==> src/rtl/bank_prog_ctrl.sv <==
// Programming sequencer for a tile-row configuration fabric: loads one frame per row onto the
// bitline bus, then strobes that row's wordline after a setup window.
module bank_prog_ctrl #(
  parameter int BL_WIDTH  = 40,
  parameter int WL_WIDTH  = 4,
  parameter int SETUP_CYC = 1,
  parameter int PULSE_CYC = 2
) (
  input  logic                prog_clk,
  input  logic                prog_rst_n,
  input  logic                start,
  input  logic                abort,
  input  logic [BL_WIDTH-1:0] cfg_data,
  input  logic                cfg_valid,
  output logic                cfg_ready,
  output logic [BL_WIDTH-1:0] bl,
  output logic [WL_WIDTH-1:0] wl,
  output logic                busy,
  output logic                done,
  output logic                aborted
);

  localparam int ROW_W  = (WL_WIDTH > 1) ? $clog2(WL_WIDTH) : 1;
  localparam int PH_MAX = (SETUP_CYC > PULSE_CYC) ? SETUP_CYC : PULSE_CYC;
  localparam int PH_W   = (PH_MAX > 1) ? $clog2(PH_MAX) : 1;

  localparam logic [ROW_W-1:0] LAST_ROW   = ROW_W'(WL_WIDTH - 1);
  localparam logic [PH_W-1:0]  SETUP_LAST = PH_W'(SETUP_CYC - 1);
  localparam logic [PH_W-1:0]  PULSE_LAST = PH_W'(PULSE_CYC - 1);

  typedef enum logic [2:0] {
    IDLE,
    LOAD,
    SETUP,
    PULSE,
    HOLD
  } state_e;

  state_e              state_q, state_d;
  logic [ROW_W-1:0]    row_q, row_d;
  logic [PH_W-1:0]     phase_q, phase_d;
  logic [BL_WIDTH-1:0] bl_q, bl_d;
  logic [WL_WIDTH-1:0] wl_q, wl_d;
  logic                cfg_ready_q, cfg_ready_d;
  logic                busy_q, busy_d;
  logic                done_q, done_d;
  logic                aborted_q, aborted_d;
  logic                handshake;
  logic                abort_run;

  assign handshake = (state_q == LOAD) && cfg_valid && cfg_ready_q;
  assign abort_run = abort && (state_q != IDLE);

  always_ff @(posedge prog_clk or negedge prog_rst_n) begin
    if (!prog_rst_n) begin
      state_q     <= IDLE;
      row_q       <= '0;
      phase_q     <= '0;
      bl_q        <= '0;
      wl_q        <= '0;
      cfg_ready_q <= 1'b0;
      busy_q      <= 1'b0;
      done_q      <= 1'b0;
      aborted_q   <= 1'b0;
    end else begin
      state_q     <= state_d;
      row_q       <= row_d;
      phase_q     <= phase_d;
      bl_q        <= bl_d;
      wl_q        <= wl_d;
      cfg_ready_q <= cfg_ready_d;
      busy_q      <= busy_d;
      done_q      <= done_d;
      aborted_q   <= aborted_d;
    end
  end

  // Abort wins over every other transition, including a LOAD handshake in the same cycle.
  always_comb begin
    state_d = state_q;
    row_d   = row_q;
    phase_d = phase_q;
    if (abort_run) begin
      state_d = IDLE;
      row_d   = '0;
      phase_d = '0;
    end else begin
      case (state_q)
        IDLE: begin
          if (start) begin
            state_d = LOAD;
            row_d   = '0;
          end
        end
        LOAD: begin
          if (handshake) begin
            state_d = SETUP;
            phase_d = '0;
          end
        end
        SETUP: begin
          if (phase_q == SETUP_LAST) begin
            state_d = PULSE;
            phase_d = '0;
          end else begin
            phase_d = phase_q + 1'b1;
          end
        end
        PULSE: begin
          if (phase_q == PULSE_LAST) begin
            state_d = HOLD;
            phase_d = '0;
          end else begin
            phase_d = phase_q + 1'b1;
          end
        end
        HOLD: begin
          if (row_q == LAST_ROW) begin
            state_d = IDLE;
            row_d   = '0;
          end else begin
            state_d = LOAD;
            row_d   = row_q + 1'b1;
          end
        end
        default: begin
          state_d = IDLE;
          row_d   = '0;
          phase_d = '0;
        end
      endcase
    end
  end

  // Registered outputs are derived from the upcoming state so they line up with it exactly.
  always_comb begin
    wl_d        = '0;
    cfg_ready_d = (state_d == LOAD);
    busy_d      = (state_d != IDLE);
    aborted_d   = abort_run;
    done_d      = !abort_run && (state_q == HOLD) && (row_q == LAST_ROW);
    bl_d        = bl_q;
    if (handshake && !abort_run) begin
      bl_d = cfg_data;
    end
    if (state_d == PULSE) begin
      wl_d = WL_WIDTH'(1) << row_d;
    end
  end

  assign cfg_ready = cfg_ready_q;
  assign bl        = bl_q;
  assign wl        = wl_q;
  assign busy      = busy_q;
  assign done      = done_q;
  assign aborted   = aborted_q;

endmodule

==> config.mk <==
export PLATFORM = sky130hd
export DESIGN_NAME = bank_prog_ctrl
export DESIGN_NICKNAME = d
export VERILOG_FILES = /design/src/rtl/bank_prog_ctrl.sv
export SDC_FILE = /design/constraint.sdc
export NUM_CORES = 1
export LEC_CHECK = 0
export CAP_MARGIN = 10
export CORE_AREA = 2 2 87 81
export CTS_CLUSTER_DIAMETER = 50
export DETAILED_ROUTE_END_ITERATION = 12
export DIE_AREA = 0 0 89 83
export MAX_ROUTING_LAYER = met4
export PLACE_DENSITY_LB_ADDON = 0.05
export RECOVER_POWER = 100
export SLEW_MARGIN = 5
export SYNTH_ARGS = -nofsm -noshare
export SYNTH_HDL_FRONTEND = slang
export SYNTH_SLANG_ARGS = --single-unit
==> constraint.sdc <==
create_clock -name prog_clk -period 1.5 [get_ports prog_clk]
set_input_delay 0.3 -clock prog_clk [delete_from_list [all_inputs] [get_ports prog_clk]]
set_output_delay 0.3 -clock prog_clk [all_outputs]
set_load 0.005 [all_outputs]
* Word level (Yosys, flattened, before mapping)
Index checks and enable logic that the tools add are counted.
** Storage, ports and cells
- Register bits after elaboration :: 54
- Bits in latches :: 0
- RAM bits :: 0
- Bits in read-only memories :: 0
- Output and inout bits :: 48
- Logic and storage cells :: 51
- Memories kept :: 0
** Operators by class
- $add $sub $neg :: 2
- Multiply operators :: 0
- Divide/modulo/power cells :: 0
- $lt $le $gt $ge :: 0
- Equality and inequality tests :: 9
- Shifts and indexed selects :: 1
- Multiplexer cells :: 17
- Bitwise gates (word level) :: 0
- Reduce and logical (&&, ||, !) cells :: 13
** Operator list (number)
- two-way mux 3 bit :: 5
- one-hot mux 3 bit (5 select lines) :: 1
- equality test 3 x 2 -> 1 bit, second input constant :: 3
- equality test 3 x 1 -> 1 bit, second input constant :: 2
- logical AND 1 bit :: 6
- two-way mux 2 bit :: 3
- one-hot mux 2 bit (3 select lines) :: 1
- nonzero test 3 bit :: 2
- two-way mux 1 bit :: 5
- two-way mux 4 bit :: 1
- one-hot mux 1 bit (4 select lines) :: 1
- left shift 1 x 2 -> 4 bit, first input constant :: 1
- equality test 3 bit, second input constant :: 1
- logical NOT 3 bit :: 1
- != test 3 bit, second input constant :: 1
- OR reduction 3 bit :: 1
- adder 2 x 1 -> 2 bit, second input constant :: 1
- equality test 2 bit, second input constant :: 1
- != test 2 x 1 -> 1 bit, second input constant :: 1
- AND reduction 2 bit :: 1
- OR reduction 2 bit :: 1
- adder 1 bit, second input constant :: 1
- logical NOT 1 bit :: 1

* Depth between registers and ports, before layout
- Word-level depth :: 8
- Gate-level depth with buffers :: 5

* Least setup slack after synthesis
Ideal clock, no wire load.
- Path type :: register -> register
- From :: register state_q[2]
- To :: register bl_q[0] (netlist: bl[0])
- Library setup time :: 0.125 ns
- Arrival :: 1.436 ns
- Required time :: 1.375 ns
- Setup slack :: -0.061 ns
- Stages on the path, launching flop included :: 6
- Clock period less this slack :: 1.561 ns
- Path through :: dfrtp_1 > nor2_2 > nand2_2 > nor3_4 > buf_6 > mux2_2
** On the way
- Cells in the longest elaborated chain, start to end :: 4
- Elaborated cells on any way between the ends :: 7
** Ends and longest elaborated chain
- start: declaration :: RTL line 39 : state_e state_q, state_d;
- start signal: assignment :: RTL line 66 : state_q <= state_d;
- equality test 3 x 1 -> 1 bit / nonzero test 3 bit (equally long branches) :: RTL line 51, 52
- logical AND 1 bit, on equally long branches :: RTL line 51, 52
- logical AND 1 bit / logical NOT 1 bit (equally long branches) :: RTL line 51, 143
- logical AND 1 bit (*) :: RTL line 143 : if (handshake && !abort_run) begin
- end signal: assignment :: RTL line 69 : bl_q <= bl_d;
- end: declaration :: RTL line 42 : logic [BL_WIDTH-1:0] bl_q, bl_d;
Every way passes the cells marked *; elsewhere a longest branch is shown, timed or not.
A chain may end at the register's enable or synchronous reset.

* Worst setup path in the final report
- From :: input port cfg_valid
- To :: register bl_q[9] (netlist: bl[9])
** On the way
- Cells in the longest elaborated chain, start to end :: 3
** Ends and longest elaborated chain
- start: declaration :: RTL line 14 : input logic cfg_valid,
- logical AND 1 bit (2 in a row) :: RTL line 51 : assign handshake = (state_q == LOAD) && cfg_valid && cfg_ready_q;
- logical AND 1 bit :: RTL line 143
No other way between the ends.

==> summary.txt <==
Logic synthesis
  – Synth area leader: dfrtp_1
  – Post-synthesis average cell area: 14.9 µm²
  – Post-Synthesis Cells: around 150
  – Post-synth EDFFs: 0
  – Post-synth cell types: 33
  – Syn Std Cell Area: 2200 µm²
  – Top post-synthesis cells by area: dfrtp_1 (61%), mux2_2 (19%), buf_6 (3.1%), mux2_1 (1.5%), a32oi_2 (1.5%)
  – Area share of the largest cell type after synthesis: 0.614
  – Syn_nets: 194
  – Most common flop cell mapped by yosys: dfrtp_1
  – Post-synthesis async set-or-reset flop share: 1.00
  – Synthesis Warnings: 0
  – #FFs+latches synth: 54
  – Sequential area share after synthesis: 0.614

Clocking
  – CTS clk-pin slew, worst paths: 0.09 ns
  – Num CTS Buffers: 5
  – H-tree depth: 2
  – Clk_lat worst skew: around 0.3 ns
  – Clk buf depth: 2
  – CTS Root Cell: clkbuf_8
  – Clk sink count: 54
  – Clock tree from TritonCTS: yes

Cells and area
  – Core Util, Final: 0.608
  – Fill cells: between 500 and 600
  – Layout cells sized above 1: 0.378
  – Syn-to-layout area delta: 78.0%
  – Finished Cell Area: 3920 µm²
  – Fin cells: about 370
  – Nets: 328
  – Diodes inserted: 0

Hold path
  – Hold wc startpoint: bl[39]
  – Hold Path Cell Cnt: 1
  – Worst Hold Class: reg2reg
  – Hold Path End: bl[39]

Die
  – Num ports: 93
  – Die Y: 83 µm
  – Chip width: around 90 µm
  – CORE AREA: 6450 µm²
  – Initial Utilization: 0.341
  – FP Rows: 28
  – Die Area: 7390 µm²

Setup path
  – Worst r2r dst: bl[9]
  – Crit path capture type: flop
  – Kind of critical path: in2reg
  – Reg2reg setup slack: -0.08 ns
  – Worst EP required: 1.69 ns
  – R2R cell count: 6
  – Crit start category: input pin
  – Worst EP arrival: 1.78 ns
  – Start of the worst register-to-register path: state_q[2]
  – Crit-path max FO: 5

Run
  – Max Cap Viol: 0

Global routing
  – Total grt overflow: 0
  – Global Route Usage Sum: 0.142
  – Vias in the first global route: 1588
  – Largest net degree at the start of global routing: 21
  – First-pass GRT wire length: around 8 mm
  – Initial antenna violation count: 0

Timing
  – Slew Limit Fails: 0
  – Final hold viol count: 0
  – Final worst-path cycle share: 1.06
  – RSZ-0062 raised after global routing: true
  – FMAX: 0.630 GHz
  – Clk_skew: 0.00721 ns
  – # setup viols final: 34
  – Min Tclk post-route: 1.59 ns
  – Worst-Margin Slew: 0.734 ns
  – Final worst setup slack: -0.0883 ns
  – Slew Limit Headroom: 0.511

Pwr
  – Sequential power share: 0.384
  – Leak Pwr: around 2 nW
  – Gate power share: 0.482
  – Clock share of power: 0.133
  – Tot Pwr: 6.16 mW
  – Net Sw Power: about 1.7 mW
  – Sw Ratio: 0.273
  – Power Dens Cells: 1570 nW/µm²
  – Internal power: 4.48 mW
  – Peak supply drop: 0.000755 V

Placement
  – RePlAce Congestion: about 0.72
  – Port Buffers: 92
  – Placed Instance Area: 3370 µm²
  – DP HPWL: approximately 3.6 mm
  – Placed cell count: 345
  – Worst slack at placement: -0.465 ns

Detailed routing
  – DR DRC count: 0
  – WL per Instance: 14.8 µm
  – Antenna Nets Post-Route: 0
  – Via Count: 1688
  – DRT Pass-1 Iters: 3
  – WL final: 5.52 mm
  – Vias/cell: 4.53
  – DRT iter0 DRCs: 52

Outcome
  – Status: complete, but fails checks
  – Violated checks: negative setup slack
==> power groups by stage <==
stage	combinational, mW	sequential [mW]	clock, mW
global route	3.19	2.45	0.915
finish	2.97	2.37	0.821
detailed placement	2.54	2.39	0
global placement	2.51	2.39	0
floorplan	0.957	2.41	0
CTS	2.68	2.37	0.856
==> Yosys cell counts (2+ instances only) <==
library cell  instances
inv_1                 2
a21oi_1               2
nor2_1                7
buf_6                 6
nor4_1                2
a32oi_2               2
dfrtp_1              54
mux2_2               37
o21ai_0               2
mux2_1                3
nor2b_1               4
nand2_1               6
==> final cells by class <==
type	count	area (µm²)	area share
Multi-Input combinational cell	85	935	0.239
Timing Repair Buffer	134	1420	0.362
Clock inverter	1	5.00	0.00128
Tap cell	90	113	0.0288
Sequential cell	54	1350	0.345
Clock buffer	7	86.3	0.0220
Inverter	2	7.51	0.00192
==> state kept, by name, indices dropped and copies added, names as in the netlist <==
signal,flops
busy,1
aborted,1
bl,40
done,1
state_q,3
wl,4
row_q,2
cfg_ready,1
phase_q,1
==> how the worst max path moves through the flow <==
stage	start	to	slack, ns	cells past startpoint
2_1_floorplan	state_q[2]	bl[0]	-0.05	5
3_3_place_gp	abort	bl[32]	-0.45	6
3_5_place_dp	abort	bl[32]	-0.47	6
4_1_cts	state_q[2]	bl[12]	-0.1	6
5_1_grt	state_q[2]	bl[9]	-0.12	6
6_report	cfg_valid	bl[9]	-0.09	6
==> worst max-delay path, cell delays in order <==
cell             delay (ns)
clkdlybuf4s50_1        0.51
nand2_2                0.09
nor3_4                 0.23
buf_6                  0.18
buf_6                  0.14
mux2_2                 0.33
==> layout by cell type (no fill, tap or decap), types with 2 or more instances in the layout <==
| cell | instances |
|---|---|
| clkdlybuf4s50_1 | 62 |
| dfrtp_1 | 53 |
| mux2_4 | 28 |
| buf_4 | 28 |
| dlymetal6s2s_1 | 27 |
| mux2_2 | 12 |
| clkbuf_8 | 6 |
| buf_6 | 6 |
| nor2_1 | 5 |
| buf_12 | 5 |
| nand2_1 | 4 |
| nand2_2 | 3 |
| nor2b_1 | 3 |
| a32oi_4 | 2 |
| nor2_2 | 2 |
| o21ai_0 | 2 |
| clkbuf_1 | 2 |
| clkbuf_16 | 2 |
| dlygate4sd2_1 | 2 |
==> metrics by stage <==
step / hold WS [ns] / setup TNS [ns]
2_1_floorplan: 0.00441 / -2.08
3_3_place_gp: 0.207 / -19.71
3_5_place_dp: 0.211 / -20.01
4_1_cts: 0.421 / -2.67
5_1_grt: 0.531 / -3.98
6_report: 0.509 / -2.05
==> layer usage <==
| metal | global-route usage | wire (µm) | vias up |
|---|---|---|---|
| li1 | - | - | 791 |
| met1 | 0.202 | 2450 | 827 |
| met2 | 0.202 | 2620 | 61 |
| met3 | 0.0358 | 390 | 9 |
| met4 | 0.0393 | 61 | 0 |
| met5 | - | 0 | - |
==> cells by family (layout without fill, tap and decap cells) <==
logic type | Yosys count | after routing | synth area share
flip-flops | 54 | 54 | 0.614
multiplexers | 40 | 40 | 0.205
AND/OR/NAND/NOR | 31 | 31 | 0.0899
AO/OA/AOI/OAI | 13 | 13 | 0.0489
buffers and inverters | 9 | 144 | 0.0364
adder cells (fa/ha/maj) | 1 | 1 | 0.00569
==> repair_timing <==
item | 4_1_cts | 5_1_grt
hold endpoints to repair | 11 | 0
endpoints found under the setup margin | 45 | 76
pin swaps | 2 | 8
hold buffers | 1 | 0
setup buffers | 5 | 12
resized for setup | 16 | 65
cloned | 1 | 3
Power figures use the tool's default switching activity.
